File: config.mk
export PLATFORM = sky130hd
export DESIGN_NAME = tbird_light_sequencer
export DESIGN_NICKNAME = d
export VERILOG_FILES = /design/src/rtl/tbird_light_sequencer.sv
export SDC_FILE = /design/constraint.sdc
export NUM_CORES = 1
export LEC_CHECK = 0
export ABC_AREA = 0
export BUFFER_PORTS_ARGS = -buffer_cell sky130_fd_sc_hd__buf_2
export CORE_ASPECT_RATIO = 1.5
export CORE_UTILIZATION = 35
export CTS_BUF_LIST = sky130_fd_sc_hd__clkbuf_8
export CTS_CLUSTER_DIAMETER = 150
export DETAILED_ROUTE_END_ITERATION = 8
export PLACE_DENSITY = 0.62
export SETUP_SLACK_MARGIN = 0.5
export SLEW_MARGIN = 5
export SYNTH_ARGS = -nofsm -noshare
export SYNTH_HDL_FRONTEND = slang
export SYNTH_SLANG_ARGS = --single-unit
File: constraint.sdc
create_clock -name clk -period 3.65 [get_ports clk]
set_clock_uncertainty 0.05 [all_clocks]
set_input_delay 0.5475 -clock clk [delete_from_list [all_inputs] [get_ports clk]]
set_output_delay 0.5475 -clock clk [all_outputs]
set_load 0.1 [all_outputs]
File: src/rtl/tbird_light_sequencer.sv
// Thunderbird tail-lamp sequencer: left/right turn sweeps and hazard flash.
// It has a free-running tick divider, and all state changes happen only on
// divider steps.
//
// Ports:
//   clk            system clock
//   reset          asynchronous, active-high reset
//   left/right     turn requests (level, already synchronised)
//   hazard         hazard request (level, already synchronised)
//   brake          brake input (only when TBIRD_BRAKE_EN is defined)
//   lights_l[2:0]  left lamps, bit0 innermost (registered)
//   lights_r[2:0]  right lamps, bit0 innermost (registered)
//   tick           one-cycle strobe per sequencing step (registered)
//   busy           high while not IDLE (registered)
//
// Optional feature: define TBIRD_BRAKE_EN to add the brake input. At a step,
// brake lights every side that is not sequencing. The hazard flash is left as it is.
module tbird_light_sequencer #(
  parameter int unsigned TICK_DIV = 50000000,
  parameter int unsigned CNT_W    = 26
) (
  input  logic       clk,
  input  logic       reset,
  input  logic       left,
  input  logic       right,
  input  logic       hazard,
`ifdef TBIRD_BRAKE_EN
  input  logic       brake,
`endif
  output logic [2:0] lights_l,
  output logic [2:0] lights_r,
  output logic       tick,
  output logic       busy
);

  typedef enum logic [2:0] {
    ST_IDLE = 3'd0,
    ST_L1   = 3'd1,
    ST_L2   = 3'd2,
    ST_L3   = 3'd3,
    ST_R1   = 3'd4,
    ST_R2   = 3'd5,
    ST_R3   = 3'd6,
    ST_LR3  = 3'd7
  } state_t;

  logic [CNT_W-1:0] r_count;
  logic             r_tick;
  state_t           r_state;
  logic [2:0]       r_lights_l;
  logic [2:0]       r_lights_r;
  logic             r_busy;

  state_t           w_state_nxt;
  logic [2:0]       w_lights_l_nxt;
  logic [2:0]       w_lights_r_nxt;
  logic             w_step;
  logic             w_haz;
  logic             w_lreq;
  logic             w_rreq;
  logic             w_brake;

`ifdef TBIRD_BRAKE_EN
  assign w_brake = brake;
`else
  assign w_brake = 1'b0;
`endif

  // The step is the wrap cycle of the divider. The registered tick follows it by one cycle.
  assign w_step = (r_count == CNT_W'(TICK_DIV - 1));

  // Request arbitration: hazard, or both turns together, beats a single turn.
  assign w_haz  = hazard | (left & right);
  assign w_lreq = left & ~right & ~hazard;
  assign w_rreq = right & ~left & ~hazard;

  // Divider, state register, and step-aligned output registers.
  always_ff @(posedge clk or posedge reset) begin
    if (reset) begin
      r_count    <= '0;
      r_tick     <= 1'b0;
      r_state    <= ST_IDLE;
      r_lights_l <= 3'b000;
      r_lights_r <= 3'b000;
      r_busy     <= 1'b0;
    end else begin
      r_count <= w_step ? '0 : r_count + CNT_W'(1);
      r_tick  <= w_step;
      if (w_step) begin
        r_state    <= w_state_nxt;
        r_lights_l <= w_lights_l_nxt;
        r_lights_r <= w_lights_r_nxt;
        r_busy     <= (w_state_nxt != ST_IDLE);
      end
    end
  end

  // Next state and lamp pattern. These are only used on a step.
  always_comb begin
    w_state_nxt    = r_state;
    w_lights_l_nxt = 3'b000;
    w_lights_r_nxt = 3'b000;

    case (r_state)
      ST_IDLE: begin
        if (w_haz)       w_state_nxt = ST_LR3;
        else if (w_lreq) w_state_nxt = ST_L1;
        else if (w_rreq) w_state_nxt = ST_R1;
        else             w_state_nxt = ST_IDLE;
      end
      ST_L1:   w_state_nxt = w_haz ? ST_LR3 : (w_lreq ? ST_L2 : ST_IDLE);
      ST_L2:   w_state_nxt = w_haz ? ST_LR3 : (w_lreq ? ST_L3 : ST_IDLE);
      ST_L3:   w_state_nxt = w_haz ? ST_LR3 : ST_IDLE;
      ST_R1:   w_state_nxt = w_haz ? ST_LR3 : (w_rreq ? ST_R2 : ST_IDLE);
      ST_R2:   w_state_nxt = w_haz ? ST_LR3 : (w_rreq ? ST_R3 : ST_IDLE);
      ST_R3:   w_state_nxt = w_haz ? ST_LR3 : ST_IDLE;
      ST_LR3:  w_state_nxt = ST_IDLE;
      default: w_state_nxt = ST_IDLE;
    endcase

    case (w_state_nxt)
      ST_L1:   w_lights_l_nxt = 3'b001;
      ST_L2:   w_lights_l_nxt = 3'b011;
      ST_L3:   w_lights_l_nxt = 3'b111;
      ST_R1:   w_lights_r_nxt = 3'b001;
      ST_R2:   w_lights_r_nxt = 3'b011;
      ST_R3:   w_lights_r_nxt = 3'b111;
      ST_LR3: begin
        w_lights_l_nxt = 3'b111;
        w_lights_r_nxt = 3'b111;
      end
      default: ;
    endcase

    // Brake fills the idle side. It is skipped on the half-period that follows LR3,
    // so the hazard flash stays visible.
    if (w_brake && (r_state != ST_LR3)) begin
      case (w_state_nxt)
        ST_IDLE: begin
          w_lights_l_nxt = 3'b111;
          w_lights_r_nxt = 3'b111;
        end
        ST_L1, ST_L2, ST_L3: w_lights_r_nxt = 3'b111;
        ST_R1, ST_R2, ST_R3: w_lights_l_nxt = 3'b111;
        default: ;
      endcase
    end
  end

  assign lights_l = r_lights_l;
  assign lights_r = r_lights_r;
  assign tick     = r_tick;
  assign busy     = r_busy;

endmodule

==> impl_metrics.csv, run 1 <==
group,metric,value,unit
critical_path,path_max_fanout,10,
synth,yosysUniqueCellTypes,48,
timing,worst_pin_slew,0.861,ns
cts,clkSinkCount,37,
cts,ctsResizeCount,0,
synth,syn_nets,192,
floorplanning,die_w,62.7,um
cts,hold_buffers,0,
grt,grt_pass1_vias,1508,
detailed_routing,ant_nets,0,
critical_path,cp_cell_sequence,"ha_1 -> and4_1 -> nand3_1 -> nor3_2 -> mux2_2",
layout,areaGrowthSynthToFinish,11.4,%
grt,antenna_found_initial,0,
place,postPlaceCellArea,0.00207,sq mm
place,dp_worst_setup_slack,1.23,ns
detailed_routing,wl,4140,um
cts,htreeDepth,2,
critical_path,setup.worst_path.end_class,"register",
synth,postSynthCellCount,186,
layout,antenna_cells,0,
synth,syn_area,0.00193,sq mm
timing,fin_tns_setup,0,ns
worst_hold_path,min_path_type,"primary input to asynchronous set/reset pin",
place,globalplace.congestion,0.797,
cts,cts_made_buffers,5,
place,port-buffer-count,12,
layout,utilization,41.1,%
detailed_routing,drcViolationCount,0,
grt,grt_first_pass_wirelength,7200,um
timing,fmax,411,MHz
timing,hold_viol,0,
detailed_routing,wl_per_cell,15.2,um
synth,ys_ff_latch,37,
detailed_routing,drtPass1Iterations,4,
critical_path,worstSetupPathType,"register to register",
place,dp_cells,264,
layout,nets,209,
cts,clock_path_buffers,2,
cts,cts.clk_slew.worst_paths,0.07,ns
power_and_ir_drop,ir_drop,0.000201,V
synth,synth_top_cell_by_area,"dfrtp_1",
timing,setup_viol,0,
cts,post_cts_buffers,0,
cts,clockRootBuffer,"clkbuf_8",
cts,cts_tree,"built",
place,hpwlAfterDp,2910,um
power_and_ir_drop,p_total,0.711,mW
critical_path,worstPathRequired,3.78,ns
synth,synth_seq_area_share,47.9,%
timing,drv_slew,0,
critical_path,critPathMaxStageDelay,0.72,ns
timing,finalCritPeriodShare,66.6,%
grt,overflow,0,
timing,holdWs,0.309,ns
critical_path,slowest_stage,"nor3_2",
detailed_routing,vias,1528,
detailed_routing,drt_iter0_drc,34,
detailed_routing,viasPerCell,5.62,
layout,final_cell_count_no_fill,272,
synth,yosys_warnings,0,
power_and_ir_drop,cellPowerDensity,330,mW/mm^2
layout,n_fill_cell,510,
floorplanning,die_h,93.1,um
timing,layout_setup_ws,1.22,ns
critical_path,cp_data_arrival_time,2.56,ns
floorplanning,coreArea,0.00525,sq mm
synth,netlist.area_leader.share,47.9,%
cts,worstSkewPairLatency,0.29,ns
critical_path,worst_setup_path_start_kind,"register",
status,status,"complete, no violations",
floorplanning,fp.dieArea,0.00583,sq mm
floorplanning,io_pins,13,
layout,final_area,0.00215,sq mm
floorplanning,rows,32,
power_and_ir_drop,p_leak,0.955,nW
grt,grt_max_degree,38,
synth,syn_area_per_cell,10.4,sq um
layout,drive_above_1_share,16.7,%
timing,grt_setup_unrepaired,"no",
grt,grt_usage,15.9,%
floorplanning,initial_core_util,36.9,%
timing,layout_min_cycle_time,2.43,ns
synth,synthTopCellsByArea,"dfrtp_1 48%, xnor2_1 5.9%, nand3_1 3.9%, nor2_1 3.3%, mux2i_1 3.1%",
timing,max_slew_margin,42.6,%
run,drv_cap,0,
sequential cells by signal, summed over array words and instances, names as in the netlist:
| name | count |
|---|---|
| r_count | 26 |
| lights_l | 3 |
| lights_r | 3 |
| busy | 1 |
| tick | 1 |
| r_state | 3 |
path summary, 6_finish.rpt:
check	slack (ns)	endpoint	start	cells past startpoint
worst max-delay path	1.22	lights_l[2]$_DFFE_PP0P_	r_count[0]$_DFF_PP0_	5
worst min-delay path	0.31	lights_r[1]$_DFFE_PP0P_	reset	3
worst max register to register	1.22	lights_l[2]$_DFFE_PP0P_	r_count[0]$_DFF_PP0_	5
worst min register to register	0.43	r_count[0]$_DFF_PP0_	r_count[0]$_DFF_PP0_	1
max in group asynchronous	2.91	tick$_DFF_PP0_	reset	3
min in group clk	0.43	r_count[0]$_DFF_PP0_	r_count[0]$_DFF_PP0_	1
kinds of logic (layout without fill, tap and decap cells):
group,Yosys count,after routing,share of synthesized area (%)
compound gates,28,28,10.4
xor+xnor,17,17,7.70
fa+ha+maj,1,1,0.647
buf+inv,12,30,2.72
flops,37,37,47.9
mux,10,10,5.43
simple gates,81,81,25.3
synthesized netlist by cell type, drive strengths merged:
cell     instances
o2111ai          1
nor3             4
a221oi           1
or2              1
nand4bb          1
xnor2           13
and4b            1
nor2            17
mux2             4
o21ai            5
and4             3
nand2            7
mux2i            6
o22ai            1
nor4             5
a211o            1
and2             1
o21bai           1
xor2             4
o2bb2ai          2
nand4           10
inv              8
ha               1
nand2b           1
nand3           15
a221o            1
clkbuf           2
a222oi           1
a31o             1
dfrtp           37
nor4bb           1
a22oi            2
nor4b            1
and3             6
nor2b            2
o31ai            5
or4b             2
buf              2
or3              2
o211ai           1
and3b            1
a21oi            4
o41ai            1
power by group:
| group | total (mW) | internal [mW] | switching (mW) |
|---|---|---|---|
| registers | 0.410 | 0.410 | 0 |
| logic | 0.0268 | 0.00844 | 0.0184 |
| clock network | 0.274 | 0.130 | 0.145 |
metal layers:
| layer | track usage, % | share of wire (%) | vias up | routed length [um] |
|---|---|---|---|---|
| met5 | 0 | 0 | - | 0 |
| met4 | 8.14 | 2.5 | 0 | 102 |
| met3 | 2.20 | 2.3 | 9 | 97 |
| met2 | 28.8 | 53 | 25 | 2180 |
| met1 | 17.8 | 43 | 770 | 1770 |
| li1 | - | - | 724 | - |
layout make-up:
class / instances / area (sq um) / share of cell area, %
clock buffers: 5 / 68.8 / 3.19
clock inverters: 3 / 13.8 / 0.639
repair buffers: 14 / 75.1 / 3.48
flip-flops and latches: 37 / 926 / 43.0
multi-input cells: 137 / 956 / 44.4
inverters: 8 / 30.0 / 1.39
well taps: 68 / 85.1 / 3.95
worst max-delay path, delay by kind of cell, from the launching register on:
family | cells | cell delay (ns)
multiplexers | 1 | 0.41
AND/OR/NAND/NOR | 3 | 1.23
adder cells (fa/ha/maj) | 1 | 0.23
flip-flops | 1 | 0.39
cell usage in the layout (no fill, tap or decap), drive strengths merged, types with 5 or more instances in the layout:
cell type	synthesis	routed
and3	6	6
buf	2	14
nor4	5	5
clkbuf	2	5
nand4	10	10
nand3	15	15
dfrtp	37	37
mux2i	6	6
nor2	17	17
o21ai	5	5
o31ai	5	5
nand2	7	7
xnor2	13	13
inv	8	9
Power figures use the tool's default switching activity.
==> run 2: changes to the inputs <==
- ABC_AREA: 0 -> 1
- PLACE_DENSITY: 0.62 -> 0.64
- clock period: 3.65 -> 2.2 ns (I/O delays scaled with it)
==> impl_metrics.csv, run 2 <==
group,metric,value,unit
synth,synth-simple-area-share,41.3,%
grt,overflow,0,
synth,synthArstFlopShare,100,%
layout,drive_above_1_share,15.2,%
floorplanning,rows,34,
detailed_routing,ant_nets,0,
synth,yosys_warnings,0,
critical_path,worst_setup_path_start_kind,"register",
timing,fmax,618,MHz
synth,synth_mux_area_share,0,%
floorplanning,coreArea,0.00587,sq mm
detailed_routing,drt_iter0_drc,78,
timing,layout_min_cycle_time,1.62,ns
detailed_routing,viasPerCell,4.90,
layout,final_common_cell,"nand2_1",
synth,synth_compound_area_share,3.35,%
synth,synthTopCellsByArea,"dfrtp_1 43%, nand2_1 16%, nor2_1 9.5%, inv_1 6.6%, nand3_1 5.5%",
floorplanning,fp.dieArea,0.00651,sq mm
grt,grt_pass1_vias,1947,
power_and_ir_drop,ir_drop,0.000224,V
detailed_routing,drtPass1Iterations,4,
synth,yosysUniqueCellTypes,24,
layout,largest_register_ffs,26,
cts,clock_path_buffers,2,
floorplanning,die_h,98.3,um
cts,cts.clk_slew.worst_paths,0.08,ns
layout,top_register,"r_count",
synth,syn_area,0.00217,sq mm
floorplanning,io_pins,13,
synth,netlist.area_leader.share,42.7,%
cts,cts_made_buffers,5,
layout,final_area,0.00250,sq mm
layout,nets,334,
detailed_routing,vias,1966,
floorplanning,die_w,66.2,um
synth,synth_top_family_by_area,"simple AND/OR/NAND/NOR gates",
power_and_ir_drop,cellPowerDensity,495,mW/mm^2
synth,yosysMostFrequentCell,"nand2_1",
synth,synth_seq_area_share,42.7,%
synth,synth_common_cells,"95 x nand2_1, 55 x nor2_1, 38 x inv_1, 37 x dfrtp_1, 24 x nand3_1",
critical_path,cp_data_arrival_time,1.77,ns
critical_path,rr_endpoint,"r_count[13]$_DFF_PP0_",
timing,worst_pin_slew,0.492,ns
cts,cts_tree,"built",
synth,synth_adder_area_share,0.578,%
synth,synth_top_cell_by_area,"dfrtp_1",
cts,clockRootBuffer,"clkbuf_8",
synth,synth-xor-area-share,5.26,%
timing,max_slew_margin,67.4,%
grt,grt_first_pass_wirelength,8750,um
critical_path,setup.worst_path.end_class,"register",
timing,hold_viol,0,
timing,grt_setup_unrepaired,"yes",
critical_path,worstPathRequired,2.35,ns
cts,htreeDepth,2,
worst_hold_path,min_path_type,"primary input to asynchronous set/reset pin",
detailed_routing,drcViolationCount,0,
critical_path,worstSetupPathType,"register to register",
timing,drv_slew,0,
layout,areaGrowthSynthToFinish,15.5,%
status,status,"complete, no violations",
layout,layout_common_cells,"95 x nand2_1, 48 x nor2_1, 38 x inv_1",
place,port-buffer-count,12,
synth,postSynthCellCount,303,
cts,worstSkewPairLatency,0.30,ns
timing,fin_tns_setup,0,ns
grt,grt_max_degree,38,
timing,setup_viol,0,
place,postPlaceCellArea,0.00232,sq mm
critical_path,path_max_fanout,5,
timing,finalCritPeriodShare,73.6,%
synth,ys_ff_latch,37,
cts,clkSinkCount,37,
power_and_ir_drop,p_leak,1.26,nW
critical_path,rrSetupSlack,0.58,ns
place,globalplace.congestion,0.995,
layout,final_cell_count_no_fill,401,
grt,grt_usage,18.0,%
synth,syn_area_per_cell,7.15,sq um
place,dp_cells,388,
detailed_routing,wl,5190,um
run,drv_cap,0,
grt,antenna_found_initial,0,
cts,hold_buffers,0,
floorplanning,initial_core_util,36.9,%
synth,syn_nets,309,
critical_path,r2r-start,"r_count[1]$_DFF_PP0_",
place,hpwlAfterDp,4020,um
detailed_routing,wl_per_cell,13.0,um
synth,synth-edff-count,0,
synth,synth_ff_type,"dfrtp_1",
critical_path,r2r_cells,7,
layout,antenna_cells,0,
run 2: cell count changes after synthesis, moves of 6 or more:
cell and delta:
xnor2_1 -9, nand3_1 +9, inv_1 +30, nor2_1 +38, nand2_1 +88, mux2i_1 -6
run 2: cell type report:
type	instances	area, sq um
inverter	39	146
sequential	37	926
clock buffer	7	96.3
clock inverter	1	5.00
fill	618	3370
tap	72	90.1
multi-input combinational	227	1130
timing repair buffer	18	105
run 2: kinds of logic (layout without fill, tap and decap cells):
family	Yosys count	in the layout
simple gates	201	201
fa+ha+maj	1	1
xor+xnor	13	13
compound gates	12	12
flops	37	37
buf+inv	39	65
run 2: metal layers:
layer / GRT usage, % / part of all wire, % / wire length, um
met4: 12.9 / 5.5 / 285
met1: 19.7 / 39 / 2030
met2: 30.4 / 52 / 2710
met3: 2.92 / 3.2 / 167
met5: 0 / 0 / 0
run 2: critical path, stage by stage (launching register included):
cell     delay, ns
dfrtp_1       0.40
buf_4         0.14
nand3_1       0.18
nor2_1        0.37
nand3_1       0.15
xnor2_1       0.15
nand2_1       0.06
inv_1         0.03
run 2: what timing repair did:
action                                  in CTS  in global routing
hold endpoints to repair                     0                  0
endpoints found under the setup margin      13                 17
resized for setup                            1                 10
buffers inserted                             2                  3
pin swaps                                    1                  5
run 2: how the worst max path moves through the flow:
| stage | startpoint | to | cells after the start |
|---|---|---|---|
| 2_1_floorplan | r_count[0]$_DFF_PP0_ | busy$_DFFE_PP0P_ | 8 |
| 3_3_place_gp | r_count[0]$_DFF_PP0_ | r_count[12]$_DFF_PP0_ | 8 |
| 3_5_place_dp | r_count[0]$_DFF_PP0_ | r_count[12]$_DFF_PP0_ | 8 |
| 4_1_cts | r_count[1]$_DFF_PP0_ | busy$_DFFE_PP0P_ | 8 |
| 5_1_grt | r_count[1]$_DFF_PP0_ | busy$_DFFE_PP0P_ | 8 |
| 6_report | r_count[1]$_DFF_PP0_ | r_count[13]$_DFF_PP0_ | 7 |
run 2: power breakdown:
part,internal [mW],switching [mW],leakage [nW]
Combinational,0.00535,0.0180,0.757
Sequential,0.680,0,0.450
Clock,0.283,0.252,0.0542
Total,0.968,0.270,1.26
run 2: through the flow:
step / total power, mW / hold slack [ns] / setup WS [ns] / utilization, %
floorplan: 0.707 / 0.434 / 0.631 / -
global placement: 0.717 / 0.409 / 0.503 / 39.6
detailed placement: 0.718 / 0.413 / 0.429 / 39.6
CTS: 1.25 / 0.0961 / 0.551 / 41.6
global route: 1.29 / 0.127 / 0.481 / 42.6
finish: 1.24 / 0.0782 / 0.581 / 42.6
==> run 3: changes to the inputs <==
- ABC_AREA: 1 -> 0
- clock period: 2.2 -> 1.4 ns (I/O delays scaled with it)
==> impl_metrics.csv, run 3 (synthesis gave the netlist of run 1 again) <==
group,metric,value,unit
status,status,"finished with violations",
status,violations,"hold timing, setup timing",
place,globalplace.congestion,0.800,
power_and_ir_drop,switchingPower,0.455,mW
timing,holdWs,-0.153,ns
cts,clkSinkCount,37,
detailed_routing,wl,5810,um
power_and_ir_drop,p_leak,1.57,nW
detailed_routing,viasPerCell,5.36,
layout,antenna_cells,0,
cts,htreeDepth,2,
layout,top_register,"r_count",
grt,grt_first_pass_wirelength,8990,um
critical_path,setup.worst_path.end_class,"register",
floorplanning,fp.dieArea,0.00583,sq mm
grt,antenna_found_initial,0,
critical_path,worst_setup_path_start_kind,"register",
critical_path,worstPathRequired,1.57,ns
layout,largest_register_ffs,26,
detailed_routing,ant_nets,0,
worst_hold_path,min_path_type,"primary input to asynchronous set/reset pin",
timing,max_slew_margin,66.8,%
power_and_ir_drop,power.share.sequential,50.0,%
place,dp_worst_setup_slack,-0.412,ns
floorplanning,io_pins,13,
floorplanning,rows,32,
critical_path,worstSetupPathType,"register to register",
floorplanning,initial_core_util,36.9,%
layout,drive_above_1_share,57.7,%
power_and_ir_drop,internal-power,1.68,mW
place,port-buffer-count,12,
timing,drv_slew,0,
grt,overflow,0,
cts,clockRootBuffer,"clkbuf_8",
floorplanning,die_h,93.1,um
critical_path,r2r-start,"r_count[10]$_DFF_PP0_",
grt,grt_usage,20.2,%
place,postPlaceCellArea,0.00264,sq mm
floorplanning,coreArea,0.00525,sq mm
layout,layout_common_cells,"52 x buf_4, 27 x dfrtp_1, 16 x buf_6",
critical_path,path_max_fanout,4,
layout,nets,279,
power_and_ir_drop,cellPowerDensity,633,mW/mm^2
layout,final_common_cell,"buf_4",
timing,setup_viol,32,
timing,layout_setup_ws,-0.360,ns
power_and_ir_drop,p_clk_share,45.9,%
place,hpwlAfterDp,3600,um
detailed_routing,drcViolationCount,0,
grt,grt_pass1_vias,1959,
cts,worstSkewPairLatency,0.29,ns
cts,cts.clk_slew.worst_paths,0.08,ns
power_and_ir_drop,ir_drop,0.000731,V
layout,areaGrowthSynthToFinish,74.4,%
timing,hold_viol,14,
cts,cts_tree,"built",
floorplanning,die_w,62.7,um
detailed_routing,wl_per_cell,17.0,um
cts,cts_made_buffers,5,
run,drv_cap,0,
timing,worst_pin_slew,0.497,ns
timing,grt_setup_unrepaired,"yes",
critical_path,cp_data_arrival_time,1.93,ns
detailed_routing,vias,1832,
timing,fmax,568,MHz
critical_path,crit_path_start,"r_count[10]$_DFF_PP0_",
grt,grt_max_degree,24,
timing,layout_min_cycle_time,1.76,ns
detailed_routing,drt_iter0_drc,46,
power_and_ir_drop,combPwrFrac,4.1,%
timing,finalCritPeriodShare,126,%
power_and_ir_drop,p_sw_share,21.3,%
detailed_routing,drtPass1Iterations,4,
cts,clock_path_buffers,2,
layout,final_area,0.00337,sq mm
==> run 3: cell count changes in the layout (fill, tap and decap cells not counted), moves of 6 or more <==
| cell | delta |
|---|---|
| nand2_1 | -90 |
| xnor2_1 | +6 |
| buf_4 | +46 |
| nor2_1 | -38 |
| buf_2 | -8 |
| nand3_1 | -18 |
| buf_6 | +16 |
| nor2_2 | -8 |
| nand3_2 | +6 |
| buf_12 | +10 |
| dfrtp_4 | +8 |
| dfrtp_1 | -10 |
| mux2i_1 | +6 |
| inv_1 | -31 |
==> run 3: per-stage QoR <==
step | setup TNS (ns) | cells | hold slack (ns) | util [%] | power (mW)
after CTS | -6.88 | 336 | -0.156 | 60.4 | 2.14
after detailed placement | -8.54 | 318 | 0.158 | 50.3 | 1.18
after floorplan | -7.92 | 186 | 0.120 | - | 1.14
after global routing | -10.44 | 342 | -0.131 | 64.3 | 2.21
after global placement | -7.40 | 318 | 0.154 | 50.3 | 1.17
final | -7.77 | 342 | -0.153 | 64.3 | 2.14
==> run 3: final timing paths <==
kind                                           end  slack, ns  cells after the start
max                          r_count[25]$_DFF_PP0_      -0.36                      5
min                        lights_l[2]$_DFFE_PP0P_      -0.15                      2
max reg2reg                  r_count[25]$_DFF_PP0_      -0.36                      5
min reg2reg                   r_count[0]$_DFF_PP0_       0.52                      2
max in group asynchronous    r_count[13]$_DFF_PP0_       1.03                      3
min in group clk            r_state[1]$_DFFE_PP0P_       0.47                      4
==> run 3: cell type report <==
class	count	area [sq um]
Fill cell	357	1870
Multi-Input combinational cell	137	1360
Sequential cell	37	958
Timing Repair Buffer	84	821
Tap cell	68	85.1
Clock buffer	6	82.6
Clock inverter	2	37.5
Inverter	8	33.8
==> run 3: timing repair <==
action / CTS / global route
endpoints found under the setup margin: 45 / 45
resized for setup: 69 / 34
buffers inserted: 10 / 6
pin swaps: 32 / 22
hold endpoints to repair: 14 / 14
==> run 3: power groups by stage <==
stage | logic [mW] | registers (mW) | clock network, mW
after CTS | 0.0882 | 1.07 | 0.985
after global placement | 0.0849 | 1.09 | 0
after floorplan | 0.0465 | 1.09 | 0
final | 0.0875 | 1.07 | 0.981
after detailed placement | 0.0870 | 1.09 | 0
after global routing | 0.0975 | 1.07 | 1.05
==> run 3: worst max-delay path, stage by stage, from the launching register on <==
cell,delay (ns)
dfrtp_1,0.41
buf_6,0.14
nand4_4,0.10
or3_4,0.37
or4b_1,0.48
a21oi_1,0.14
==> run 3: layer usage <==
| metal | GRT usage [%] | routed length (um) | vias up |
|---|---|---|---|
| met5 | 0 | 0 | - |
| met4 | 11.4 | 163 | 0 |
| met3 | 3.29 | 96 | 12 |
| met2 | 38.0 | 3290 | 25 |
| met1 | 20.7 | 2270 | 928 |
| li1 | - | - | 867 |
